File: src/rtl/wb_arbiter_2m_pkg.sv
// Shared types and constants for the two-master Wishbone arbiter.
// Holds the FSM state encoding and the one-hot grant codes.
package wb_arb_pkg;

    typedef enum logic [1:0] {
        ST_IDLE = 2'd0,
        ST_GNT0 = 2'd1,
        ST_GNT1 = 2'd2
    } state_t;

    localparam logic [1:0] GRANT_NONE = 2'b00;
    localparam logic [1:0] GRANT_M0   = 2'b01;
    localparam logic [1:0] GRANT_M1   = 2'b10;

endpackage

File: src/rtl/wb_arbiter_2m_if.sv
// Wishbone classic bus bundle shared by masters and slave.
// master: drives adr/dat_w/sel/we/cyc/stb, receives dat_r/ack/err.
// slave:  receives adr/dat_w/sel/we/cyc/stb, drives dat_r/ack/err.
interface wb_arbiter_2m_if #(
    parameter int AW = 32,
    parameter int DW = 32
);
    logic [AW-1:0]   adr;
    logic [DW-1:0]   dat_w;
    logic [DW-1:0]   dat_r;
    logic [DW/8-1:0] sel;
    logic            we;
    logic            cyc;
    logic            stb;
    logic            ack;
    logic            err;

    modport master (
        output adr, dat_w, sel, we, cyc, stb,
        input  dat_r, ack, err
    );

    modport slave (
        input  adr, dat_w, sel, we, cyc, stb,
        output dat_r, ack, err
    );
endinterface

File: src/rtl/wb_arbiter_2m_watchdog.sv
// Bus watchdog: counts consecutive stalled strobe cycles and fires on the
// TIMEOUT-th one. Ports: clk, rst (sync high), stall, clear in; fire out.
module wb_watchdog #(
    parameter int TIMEOUT = 255
) (
    input  logic clk,
    input  logic rst,
    input  logic stall,
    input  logic clear,
    output logic fire
);
    // TIMEOUT of 0 or 1 still needs a 1-bit register to stay legal.
    localparam int W = (TIMEOUT > 1) ? $clog2(TIMEOUT + 1) : 1;
    localparam int LAST_I = (TIMEOUT > 0) ? TIMEOUT - 1 : 0;
    localparam logic [W-1:0] LAST = W'(LAST_I);
    localparam bit EN = (TIMEOUT > 0);

    logic [W-1:0] cnt;

    always_ff @(posedge clk) begin
        if (rst || clear || !stall || fire) begin
            cnt <= '0;
        end else begin
            cnt <= cnt + W'(1);
        end
    end

    // With the watchdog disabled the counter just free-runs, unobserved.
    assign fire = EN && stall && (cnt == LAST);
endmodule

File: src/rtl/wb_arbiter_2m.sv
// Two-master Wishbone B3 arbiter, round-robin, grant held for a CYC burst.
// Ports: wb_clk_i, wb_rst_i; m0/m1 bus (slave view); s bus (master view);
// grant_o one-hot current owner; timeout_o pulse after a watchdog abort.
module wb_arbiter_2m
    import wb_arb_pkg::*;
#(
    parameter int AW      = 32,
    parameter int DW      = 32,
    parameter int TIMEOUT = 255
) (
    input  logic             wb_clk_i,
    input  logic             wb_rst_i,
    wb_arbiter_2m_if.slave   m0,
    wb_arbiter_2m_if.slave   m1,
    wb_arbiter_2m_if.master  s,
    output logic [1:0]       grant_o,
    output logic             timeout_o
);
    state_t state_q, state_d;
    // last_q = 1 means m1 was served last, so m0 wins the next tie.
    logic last_q, last_d;

    logic            stall;
    logic            clear;
    logic            fire;

    logic [AW-1:0]   adr;
    logic [DW-1:0]   dat;
    logic [DW/8-1:0] sel;
    logic            we;
    logic            cyc;
    logic            stb;

    always_ff @(posedge wb_clk_i) begin
        if (wb_rst_i) begin
            state_q   <= ST_IDLE;
            last_q    <= 1'b1;
            timeout_o <= 1'b0;
        end else begin
            state_q   <= state_d;
            last_q    <= last_d;
            timeout_o <= fire;
        end
    end

    always_comb begin
        state_d = state_q;
        last_d  = last_q;
        unique case (state_q)
            ST_IDLE: begin
                if (m0.cyc && m1.cyc) begin
                    state_d = last_q ? ST_GNT0 : ST_GNT1;
                end else if (m0.cyc) begin
                    state_d = ST_GNT0;
                end else if (m1.cyc) begin
                    state_d = ST_GNT1;
                end
            end
            ST_GNT0: begin
                if (!m0.cyc) begin
                    last_d  = 1'b0;
                    state_d = m1.cyc ? ST_GNT1 : ST_IDLE;
                end
            end
            ST_GNT1: begin
                if (!m1.cyc) begin
                    last_d  = 1'b1;
                    state_d = m0.cyc ? ST_GNT0 : ST_IDLE;
                end
            end
            default: begin
                state_d = ST_IDLE;
            end
        endcase
    end

    always_comb begin
        adr     = '0;
        dat     = '0;
        sel     = '0;
        we      = 1'b0;
        cyc     = 1'b0;
        stb     = 1'b0;
        grant_o = GRANT_NONE;
        unique case (state_q)
            ST_GNT0: begin
                adr     = m0.adr;
                dat     = m0.dat_w;
                sel     = m0.sel;
                we      = m0.we;
                cyc     = m0.cyc;
                stb     = m0.stb;
                grant_o = GRANT_M0;
            end
            ST_GNT1: begin
                adr     = m1.adr;
                dat     = m1.dat_w;
                sel     = m1.sel;
                we      = m1.we;
                cyc     = m1.cyc;
                stb     = m1.stb;
                grant_o = GRANT_M1;
            end
            default: begin
            end
        endcase
    end

    assign stall = (state_q != ST_IDLE) && stb && !s.ack && !s.err;
    assign clear = (state_d != state_q);

    wb_watchdog #(
        .TIMEOUT (TIMEOUT)
    ) u_wd (
        .clk   (wb_clk_i),
        .rst   (wb_rst_i),
        .stall (stall),
        .clear (clear),
        .fire  (fire)
    );

    // A watchdog abort withdraws the cycle from the slave in the same clock.
    assign s.adr   = adr;
    assign s.dat_w = dat;
    assign s.sel   = sel;
    assign s.we    = we;
    assign s.cyc   = cyc & ~fire;
    assign s.stb   = stb & ~fire;

    assign m0.dat_r = s.dat_r;
    assign m1.dat_r = s.dat_r;

    assign m0.ack = (state_q == ST_GNT0) & s.ack & m0.stb;
    assign m1.ack = (state_q == ST_GNT1) & s.ack & m1.stb;
    assign m0.err = (state_q == ST_GNT0) & (s.err | fire) & m0.stb;
    assign m1.err = (state_q == ST_GNT1) & (s.err | fire) & m1.stb;
endmodule

File: src/flat_wrapper.sv
// flat-port wrapper written by rule: the top's interface ports become plain ports
module wb_arbiter_2m_flat import wb_arb_pkg::*;
#(
    parameter int AW      = 32,
    parameter int DW      = 32,
    parameter int TIMEOUT = 255
)
  (wb_clk_i, wb_rst_i, grant_o, timeout_o, m0_adr, m0_dat_w, m0_sel, m0_we, m0_cyc, m0_stb, m0_dat_r, m0_ack, m0_err, m1_adr, m1_dat_w, m1_sel, m1_we, m1_cyc, m1_stb, m1_dat_r, m1_ack, m1_err, s_adr, s_dat_w, s_sel, s_we, s_cyc, s_stb, s_dat_r, s_ack, s_err);
  wb_arbiter_2m_if #(.AW(AW), .DW(DW)) m0_i ();
  wb_arbiter_2m_if #(.AW(AW), .DW(DW)) m1_i ();
  wb_arbiter_2m_if #(.AW(AW), .DW(DW)) s_i ();
  input  logic wb_clk_i;
  input  logic wb_rst_i;
  output logic [1:0] grant_o;
  output logic timeout_o;
  input wire logic [$bits(m0_i.adr)-1:0] m0_adr;
  input wire logic [$bits(m0_i.dat_w)-1:0] m0_dat_w;
  input wire logic [$bits(m0_i.sel)-1:0] m0_sel;
  input wire logic [$bits(m0_i.we)-1:0] m0_we;
  input wire logic [$bits(m0_i.cyc)-1:0] m0_cyc;
  input wire logic [$bits(m0_i.stb)-1:0] m0_stb;
  output wire logic [$bits(m0_i.dat_r)-1:0] m0_dat_r;
  output wire logic [$bits(m0_i.ack)-1:0] m0_ack;
  output wire logic [$bits(m0_i.err)-1:0] m0_err;
  input wire logic [$bits(m1_i.adr)-1:0] m1_adr;
  input wire logic [$bits(m1_i.dat_w)-1:0] m1_dat_w;
  input wire logic [$bits(m1_i.sel)-1:0] m1_sel;
  input wire logic [$bits(m1_i.we)-1:0] m1_we;
  input wire logic [$bits(m1_i.cyc)-1:0] m1_cyc;
  input wire logic [$bits(m1_i.stb)-1:0] m1_stb;
  output wire logic [$bits(m1_i.dat_r)-1:0] m1_dat_r;
  output wire logic [$bits(m1_i.ack)-1:0] m1_ack;
  output wire logic [$bits(m1_i.err)-1:0] m1_err;
  output wire logic [$bits(s_i.adr)-1:0] s_adr;
  output wire logic [$bits(s_i.dat_w)-1:0] s_dat_w;
  output wire logic [$bits(s_i.sel)-1:0] s_sel;
  output wire logic [$bits(s_i.we)-1:0] s_we;
  output wire logic [$bits(s_i.cyc)-1:0] s_cyc;
  output wire logic [$bits(s_i.stb)-1:0] s_stb;
  input wire logic [$bits(s_i.dat_r)-1:0] s_dat_r;
  input wire logic [$bits(s_i.ack)-1:0] s_ack;
  input wire logic [$bits(s_i.err)-1:0] s_err;
  assign m0_i.adr = m0_adr;
  assign m0_i.dat_w = m0_dat_w;
  assign m0_i.sel = m0_sel;
  assign m0_i.we = m0_we;
  assign m0_i.cyc = m0_cyc;
  assign m0_i.stb = m0_stb;
  assign m0_dat_r = m0_i.dat_r;
  assign m0_ack = m0_i.ack;
  assign m0_err = m0_i.err;
  assign m1_i.adr = m1_adr;
  assign m1_i.dat_w = m1_dat_w;
  assign m1_i.sel = m1_sel;
  assign m1_i.we = m1_we;
  assign m1_i.cyc = m1_cyc;
  assign m1_i.stb = m1_stb;
  assign m1_dat_r = m1_i.dat_r;
  assign m1_ack = m1_i.ack;
  assign m1_err = m1_i.err;
  assign s_adr = s_i.adr;
  assign s_dat_w = s_i.dat_w;
  assign s_sel = s_i.sel;
  assign s_we = s_i.we;
  assign s_cyc = s_i.cyc;
  assign s_stb = s_i.stb;
  assign s_i.dat_r = s_dat_r;
  assign s_i.ack = s_ack;
  assign s_i.err = s_err;
  wb_arbiter_2m #(.AW(AW), .DW(DW), .TIMEOUT(TIMEOUT)) u_core (.wb_clk_i(wb_clk_i), .wb_rst_i(wb_rst_i), .m0(m0_i), .m1(m1_i), .s(s_i), .grant_o(grant_o), .timeout_o(timeout_o));
endmodule
File: config.mk
export PLATFORM = sky130hd
export DESIGN_NAME = wb_arbiter_2m_flat
export DESIGN_NICKNAME = d
export VERILOG_FILES = /design/src/rtl/wb_arbiter_2m_pkg.sv /design/src/rtl/wb_arbiter_2m_if.sv /design/src/rtl/wb_arbiter_2m_watchdog.sv /design/src/rtl/wb_arbiter_2m.sv /design/src/flat_wrapper.sv
export SDC_FILE = /design/constraint.sdc
export NUM_CORES = 1
export LEC_CHECK = 0
export BUFFER_PORTS_ARGS = -buffer_cell sky130_fd_sc_hd__buf_2
export CORE_AREA = 2 2 124 126
export DETAILED_ROUTE_END_ITERATION = 8
export DIE_AREA = 0 0 126 128
export SKIP_CTS_REPAIR_TIMING = 1
export SLEW_MARGIN = 25
export SYNTH_ARGS = -nofsm -noshare
export SYNTH_HDL_FRONTEND = slang
export SYNTH_HIERARCHICAL = 1
export SYNTH_SLANG_ARGS = --single-unit
File: constraint.sdc
create_clock -name wb_clk_i -period 3.2 [get_ports wb_clk_i]
set_clock_uncertainty 0.2 [all_clocks]
set_input_delay 0.32 -clock wb_clk_i [delete_from_list [all_inputs] [get_ports wb_clk_i]]
set_output_delay 0.32 -clock wb_clk_i [all_outputs]
set_load 0.02 [all_outputs]
After elaboration in Yosys (flattened, before gate mapping)
Cells that the tools add are included.
{"block": "totals", "wordCells": 57, "in_bits": 178, "regBits": 12, "out_inout_bits": 142}
{"block": "op_classes", "n_reduce_logical": 15, "bitwise_logic": 12, "n_eq_ne": 6, "n_addsub": 1, "muxes": 19}
{"cell": "32-bit one-hot mux with 2 select lines", "count": 2}
{"cell": "2-bit 2-to-1 mux", "count": 7}
{"cell": "1-bit AND", "count": 10}
{"cell": "8-bit by 1-bit adder with 8-bit output (second input constant)", "count": 1}
{"cell": "8-bit == test (second input constant)", "count": 1}
{"cell": "1-bit one-hot mux with 2 select lines", "count": 4}
{"cell": "4-bit one-hot mux with 2 select lines", "count": 1}
{"cell": "2-bit one-hot mux with 3 select lines", "count": 1}
{"cell": "1-bit logical AND", "count": 5}
{"cell": "2-bit != test (second input constant)", "count": 2}
{"cell": "2-bit one-hot mux with 2 select lines", "count": 1}
{"cell": "2-bit nonzero test", "count": 2}
{"cell": "1-bit zero test", "count": 3}
{"cell": "1-bit logical OR", "count": 3}
{"cell": "1-bit 2-to-1 mux", "count": 3}
{"cell": "3-bit AND reduction", "count": 1}
{"cell": "2-bit by 1-bit == test with 1-bit output (second input constant)", "count": 1}
{"cell": "2-bit == test (second input constant)", "count": 1}
{"cell": "2-bit zero test", "count": 1}
{"cell": "2-bit != test", "count": 1}
{"cell": "1-bit inverter", "count": 1}
{"cell": "1-bit bitwise OR", "count": 1}

Depth between registers and ports, before layout
{"block": "depth", "depth_word": 9, "mapped_depth": 10}

Cells and area by module
The synthesis kept the hierarchy.
{"mod": "wb_arbiter_2m", "seq_area_each_um2": 80.1, "cells_each": 277, "instances": 1, "area_each_um2": 1920.6}
{"mod": "wb_watchdog", "seq_area_each_um2": 160.2, "cells_each": 42, "instances": 1, "area_each_um2": 380.4}

Worst setup path before layout
Ideal clock, no wire load.
{"block": "synth_path", "path_type": "reg2out", "from": "register u_core.state_q[0]", "to": "output port m0_err", "path_buffers": 0, "required_ns": 2.680, "t_arrival_ns": 2.314, "setup_slack_ns": 0.366, "path_stages_with_launch": 9, "path_cell_list": "dfxtp_1 > inv_1 > ha_1 > or4b_2 > a21oi_1 > nand3_1 > nor2_1 > nor2_1 > nor2_1"}
{"block": "synth_via", "elab_chain_len": 9, "word_cells_on_any_way": 11}
{"item": "from (decl)", "line": "wb_arbiter_2m.sv:19", "rtl": "state_t state_q, state_d;"}
{"item": "from (signal assigned)", "line": "wb_arbiter_2m.sv:40", "rtl": "state_q <= state_d;"}
{"item": "2-bit == test / 2-bit by 1-bit == test with 1-bit output (equally long branches)", "line": "wb_arbiter_2m.sv:85", "rtl": "unique case (state_q)"}
{"item": "1-bit one-hot mux with 2 select lines", "line": "wb_arbiter_2m.sv:85"}
{"item": "1-bit logical AND * (3 in series)", "line": "wb_arbiter_2m.sv:109", "rtl": "assign stall = (state_q != ST_IDLE) && stb && !s.ack && !s.err;"}
{"item": "via u_core.stall", "line": "wb_arbiter_2m.sv:23", "rtl": "logic stall;"}
{"item": "1-bit logical AND *", "line": "wb_arbiter_2m_watchdog.sv:29", "rtl": "assign fire = EN && stall && (cnt == LAST);"}
{"item": "via u_core.fire", "line": "wb_arbiter_2m.sv:25", "rtl": "logic fire;"}
{"item": "1-bit bitwise OR *", "line": "wb_arbiter_2m.sv:135", "rtl": "assign m0.err = (state_q == ST_GNT0) & (s.err | fire) & m0.stb;"}
{"item": "1-bit AND * (2 in series)", "line": "wb_arbiter_2m.sv:135"}
{"item": "to (decl)", "line": "flat_wrapper.sv:24", "rtl": "output wire logic [$bits(m0_i.err)-1:0] m0_err;"}
Mark *: on every way through the listed nets, which the timed path passes. The rest lies on a longest branch.

Worst setup path in the final report
{"block": "layout_path", "from": "register u_core.state_q[0]", "to": "output port s_cyc"}
{"block": "layout_via", "elab_chain_len": 8, "word_cells_on_any_way": 11}
{"item": "2-bit == test / 2-bit by 1-bit == test with 1-bit output (equally long branches)", "line": "wb_arbiter_2m.sv:85"}
{"item": "1-bit one-hot mux with 2 select lines", "line": "wb_arbiter_2m.sv:85"}
{"item": "1-bit logical AND * (3 in series)", "line": "wb_arbiter_2m.sv:109"}
{"item": "via u_core.stall", "line": "wb_arbiter_2m.sv:23"}
{"item": "1-bit logical AND *", "line": "wb_arbiter_2m_watchdog.sv:29"}
{"item": "via u_core.fire", "line": "wb_arbiter_2m.sv:25"}
{"item": "1-bit inverter *", "line": "wb_arbiter_2m.sv:127", "rtl": "assign s.cyc = cyc & ~fire;"}
{"item": "1-bit AND *", "line": "wb_arbiter_2m.sv:127"}
{"item": "to (decl)", "line": "flat_wrapper.sv:38", "rtl": "output wire logic [$bits(s_i.cyc)-1:0] s_cyc;"}
Marked as above.

==> out/summary.txt <==
STATUS
--------------------------------------------------------------------------------------------------------
Result of the run                                                                              completed

LOGIC SYNTHESIS
--------------------------------------------------------------------------------------------------------
Net Count, Synth                                                                                     505
Most used flip-flop cell after synthesis                                                         dfxtp_1
Cell area after technology mapping                                                              2300 um2
Number of enable flip-flop cells after synthesis                                                       0
Total of flip-flops plus latches after synthesis                                                      12
Total of warnings raised by yosys                                                                      6
Synthesized area per cell                                                                       7.21 um2
Sequential area share after synthesis                                                              10.4%
Count of mapped cells out of synthesis                                                               319
Proportion of register bits with asynchronous set or reset after synthesis                            0%
Post-synthesis cell type count                                                                        38

FLOORPLANNING
--------------------------------------------------------------------------------------------------------
# rows                                                                                                45
Horizontal die dimension                                                                          126 um
Core ar.                                                                                       14900 um2
Area enclosed by the die boundary                                                              16100 um2
Height of the die                                                                                 128 um
Initial cell density of the core                                                                   15.5%
I/O Pins                                                                                             320

CLOCKING
--------------------------------------------------------------------------------------------------------
Clock tree from TritonCTS                                                                          built
Deepest level of the CTS H-tree                                                                        1
Clock Tree Buf Depth                                                                                   2
Number of clock sinks                                                                                 12
Post-CTS clock slew at the launch and capture registers of the worst setup and hold paths        0.05 ns
TritonCTS Buffers                                                                                      3
Worst-skew pair later-pin latency                                                                0.24 ns
CTS root buffer                                                                                clkbuf_16

DETAILED ROUTING
--------------------------------------------------------------------------------------------------------
Via count                                                                                           2828
Post-detailed-route wirelength per cell                                                          13.6 um
Number of remaining DRC errors                                                                         0
Initial drt markers                                                                                  146
Antenna Violating Nets Remaining                                                                       0
DRT Wirelength                                                                                   8880 um
Via/cell ratio                                                                                      4.33
Length of the first detailed-routing pass in iterations                                                4

RUN
--------------------------------------------------------------------------------------------------------
Max-capacitance violation count                                                                        0

WORST SETUP PATH
--------------------------------------------------------------------------------------------------------
R2R cell count                                                                                         9
Reg2reg setup slack                                                                              0.43 ns
Endpoint class of the critical path                                                           output pin
Maximum fanout count along the critical path                                                           8
Critical path origin                                                                        u_core/state_q[0]$_SDFF_PP0_
CP Launch Type                                                                                  register
Endpoint of the most critical register-to-register path                                     u_core/u_wd/cnt[7]$_SDFF_PP0_
Crit Path Category                                                                               reg2out
Data arrival at the endpoint of the critical path                                                2.49 ns
Required time at the endpoint of the critical path                                               2.68 ns
Startpoint of the most critical register-to-register path                                   u_core/state_q[0]$_SDFF_PP0_

PWR
--------------------------------------------------------------------------------------------------------
Portion of total power attributed to the clock network                                             22.1%
Leakage power summed over all cells                                                              1.53 nW
Switching fraction of total power                                                                  43.0%
Total internal power                                                                          0.000662 W
Switching component of the power                                                              0.000500 W
Pwr Density                                                                                   358 nW/um2
Logic gate share of total power                                                                    63.9%
Sequential cell fraction of total power                                                            14.0%
Worst vdd rail ir drop                                                                          0.182 mV

STA
--------------------------------------------------------------------------------------------------------
Final hold violation count                                                                             0
Highest attainable clock frequency                                                               332 MHz
Final slew viol count                                                                                  0
Setup repair after global routing missed its margin                                                   no
Max transition margin                                                                              60.3%
Worst-margin pin slew                                                                           0.596 ns
Final worst slack                                                                               0.188 ns
Period utilisation layout                                                                          94.1%
Shortest clock period the worst path allows after layout                                         3.01 ns
Final setup violation count                                                                            0

GLOBAL ROUTE
--------------------------------------------------------------------------------------------------------
Antenna violations before repair                                                                       1
GR Util All Layers                                                                                 9.42%
Pin count of the biggest net entering global routing                                                  71
Total grt overflow                                                                                     0
First-pass GRT wire length                                                                      12400 um
Number of global-route vias before repair                                                           2419

CELLS AND AREA
--------------------------------------------------------------------------------------------------------
Utilization after layout                                                                           21.8%
Filler cells                                                                                        1697
Area used by multi-input combinational logic                                                    1500 um2
Area of all placed cells without fillers                                                        3240 um2
NumNets Final                                                                                        652
Share of cells above drive strength 1                                                              52.3%
Layout area overhead                                                                               41.0%
Antenna fix cells                                                                                      0
Total area of sequential cells                                                                   241 um2

MIN PATH
--------------------------------------------------------------------------------------------------------
Worst Hold Depth                                                                                       2
HP Class                                                                                          in2reg
Critical hold path startpoint                                                                   wb_rst_i
End of the worst hold path                                                                  u_core/timeout_o$_SDFF_PP0_

PLACED DESIGN
--------------------------------------------------------------------------------------------------------
Worst slack at placement                                                                        0.209 ns
Placed inst area                                                                                3130 um2
Number of buffer cells added on primary ports                                                        223
Final RePlAce weighted congestion                                                                  0.761
Post-detailed-placement half-perimeter wirelength                                                7140 um

## how the worst max path moves through the flow
stage,depth (start not counted),slack [ns],endpoint
after global routing,10,0.005,s_cyc
final,9,0.19,s_cyc
after CTS,9,-0.06,s_cyc
after floorplan,8,0.37,m0_err
after global placement,9,0.26,s_cyc
after detailed placement,9,0.21,s_cyc
## power by group through the flow
stage	clock network (W)	logic [W]	registers, W
floorplan	0	0.000595	0.000165
global placement	0	0.000731	0.000165
detailed placement	0	0.000733	0.000165
CTS	0.000261	0.000738	0.000162
global route	0.000273	0.000805	0.000163
finish	0.000257	0.000742	0.000162
## stage by stage
| stage | setup TNS (ns) | instances | power [W] | hold slack, ns |
|---|---|---|---|---|
| finish | 0 | 653 | 0.00116 | 0.111 |
| global route | 0 | 653 | 0.00124 | 0.111 |
| CTS | -0.104 | 653 | 0.00116 | 0.106 |
| detailed placement | 0 | 649 | 0.000897 | 0.286 |
| global placement | 0 | 649 | 0.000895 | 0.276 |
| floorplan | 0 | 319 | 0.000760 | 0.192 |
## cells by family (layout without fill, tap and decap cells)
family                     Yosys count  in the layout  share of synthesized area (%)
AOI/OAI and AO/OA                   90             90                           28.9
xor gates and xnor gates             3              3                           1.14
adders and majority gates            8              8                           4.35
buffers and inverters               92            238                           25.8
DFF                                 12             12                           10.4
and+or+nand+nor                    114            114                           29.4
## Yosys cell counts (3+ instances only)
master | n | area, um2
nor3b_1 | 3 | 22.5
nor2b_1 | 70 | 438
nand2_1 | 7 | 26.3
clkbuf_1 | 20 | 75.1
inv_1 | 5 | 18.8
a22oi_1 | 70 | 526
and3_1 | 3 | 18.8
dfxtp_1 | 12 | 240
ha_1 | 8 | 100
nand3_1 | 4 | 20.0
buf_4 | 66 | 495
a21oi_1 | 6 | 30.0
nor2_1 | 15 | 56.3
## registers in the layout, indices dropped and copies added (netlist names)
signal and count:
u_core/last_q 1, u_core/timeout_o 1, u_core/u_wd/cnt 8, u_core/state_q 2
## area by class of cell
class	instances	share of cell area, %
Inverter	5	0.578
Tap cell	188	7.25
Clock buffer	4	2.74
Sequential cell	12	7.44
Timing Repair Buffer	229	35.8
Multi-Input combinational cell	215	46.2
## worst max-delay path, cell delays in order, from the launching register on
cell and delay, ns:
dfxtp_2 0.38, inv_1 0.14, ha_4 0.22, or4b_2 0.70
a21oi_4 0.17, nand3_1 0.14, nor2_2 0.13, nand2b_1 0.13
nor2_1 0.05, buf_2 0.18
## cell usage in the layout, fill, tap and decap left out, types with 3 or more instances in the layout
master	count
a21oi_1	5
nand2_1	7
inv_1	5
nor3b_1	3
ha_1	5
buf_2	223
and3_1	3
nor2_1	14
nor2b_1	70
nand3_1	4
a22oi_1	70
dfxtp_1	11
buf_4	6
clkbuf_16	3
## routing by layer
layer / wire length (um) / vias up / GRT usage, %
met5: 13 / - / 0
met4: 272 / 2 / 3.49
met3: 897 / 31 / 2.75
met2: 4110 / 166 / 15.4
met1: 3590 / 1265 / 11.8
li1: - / 1364 / -
(Power assumes the default switching activity.)
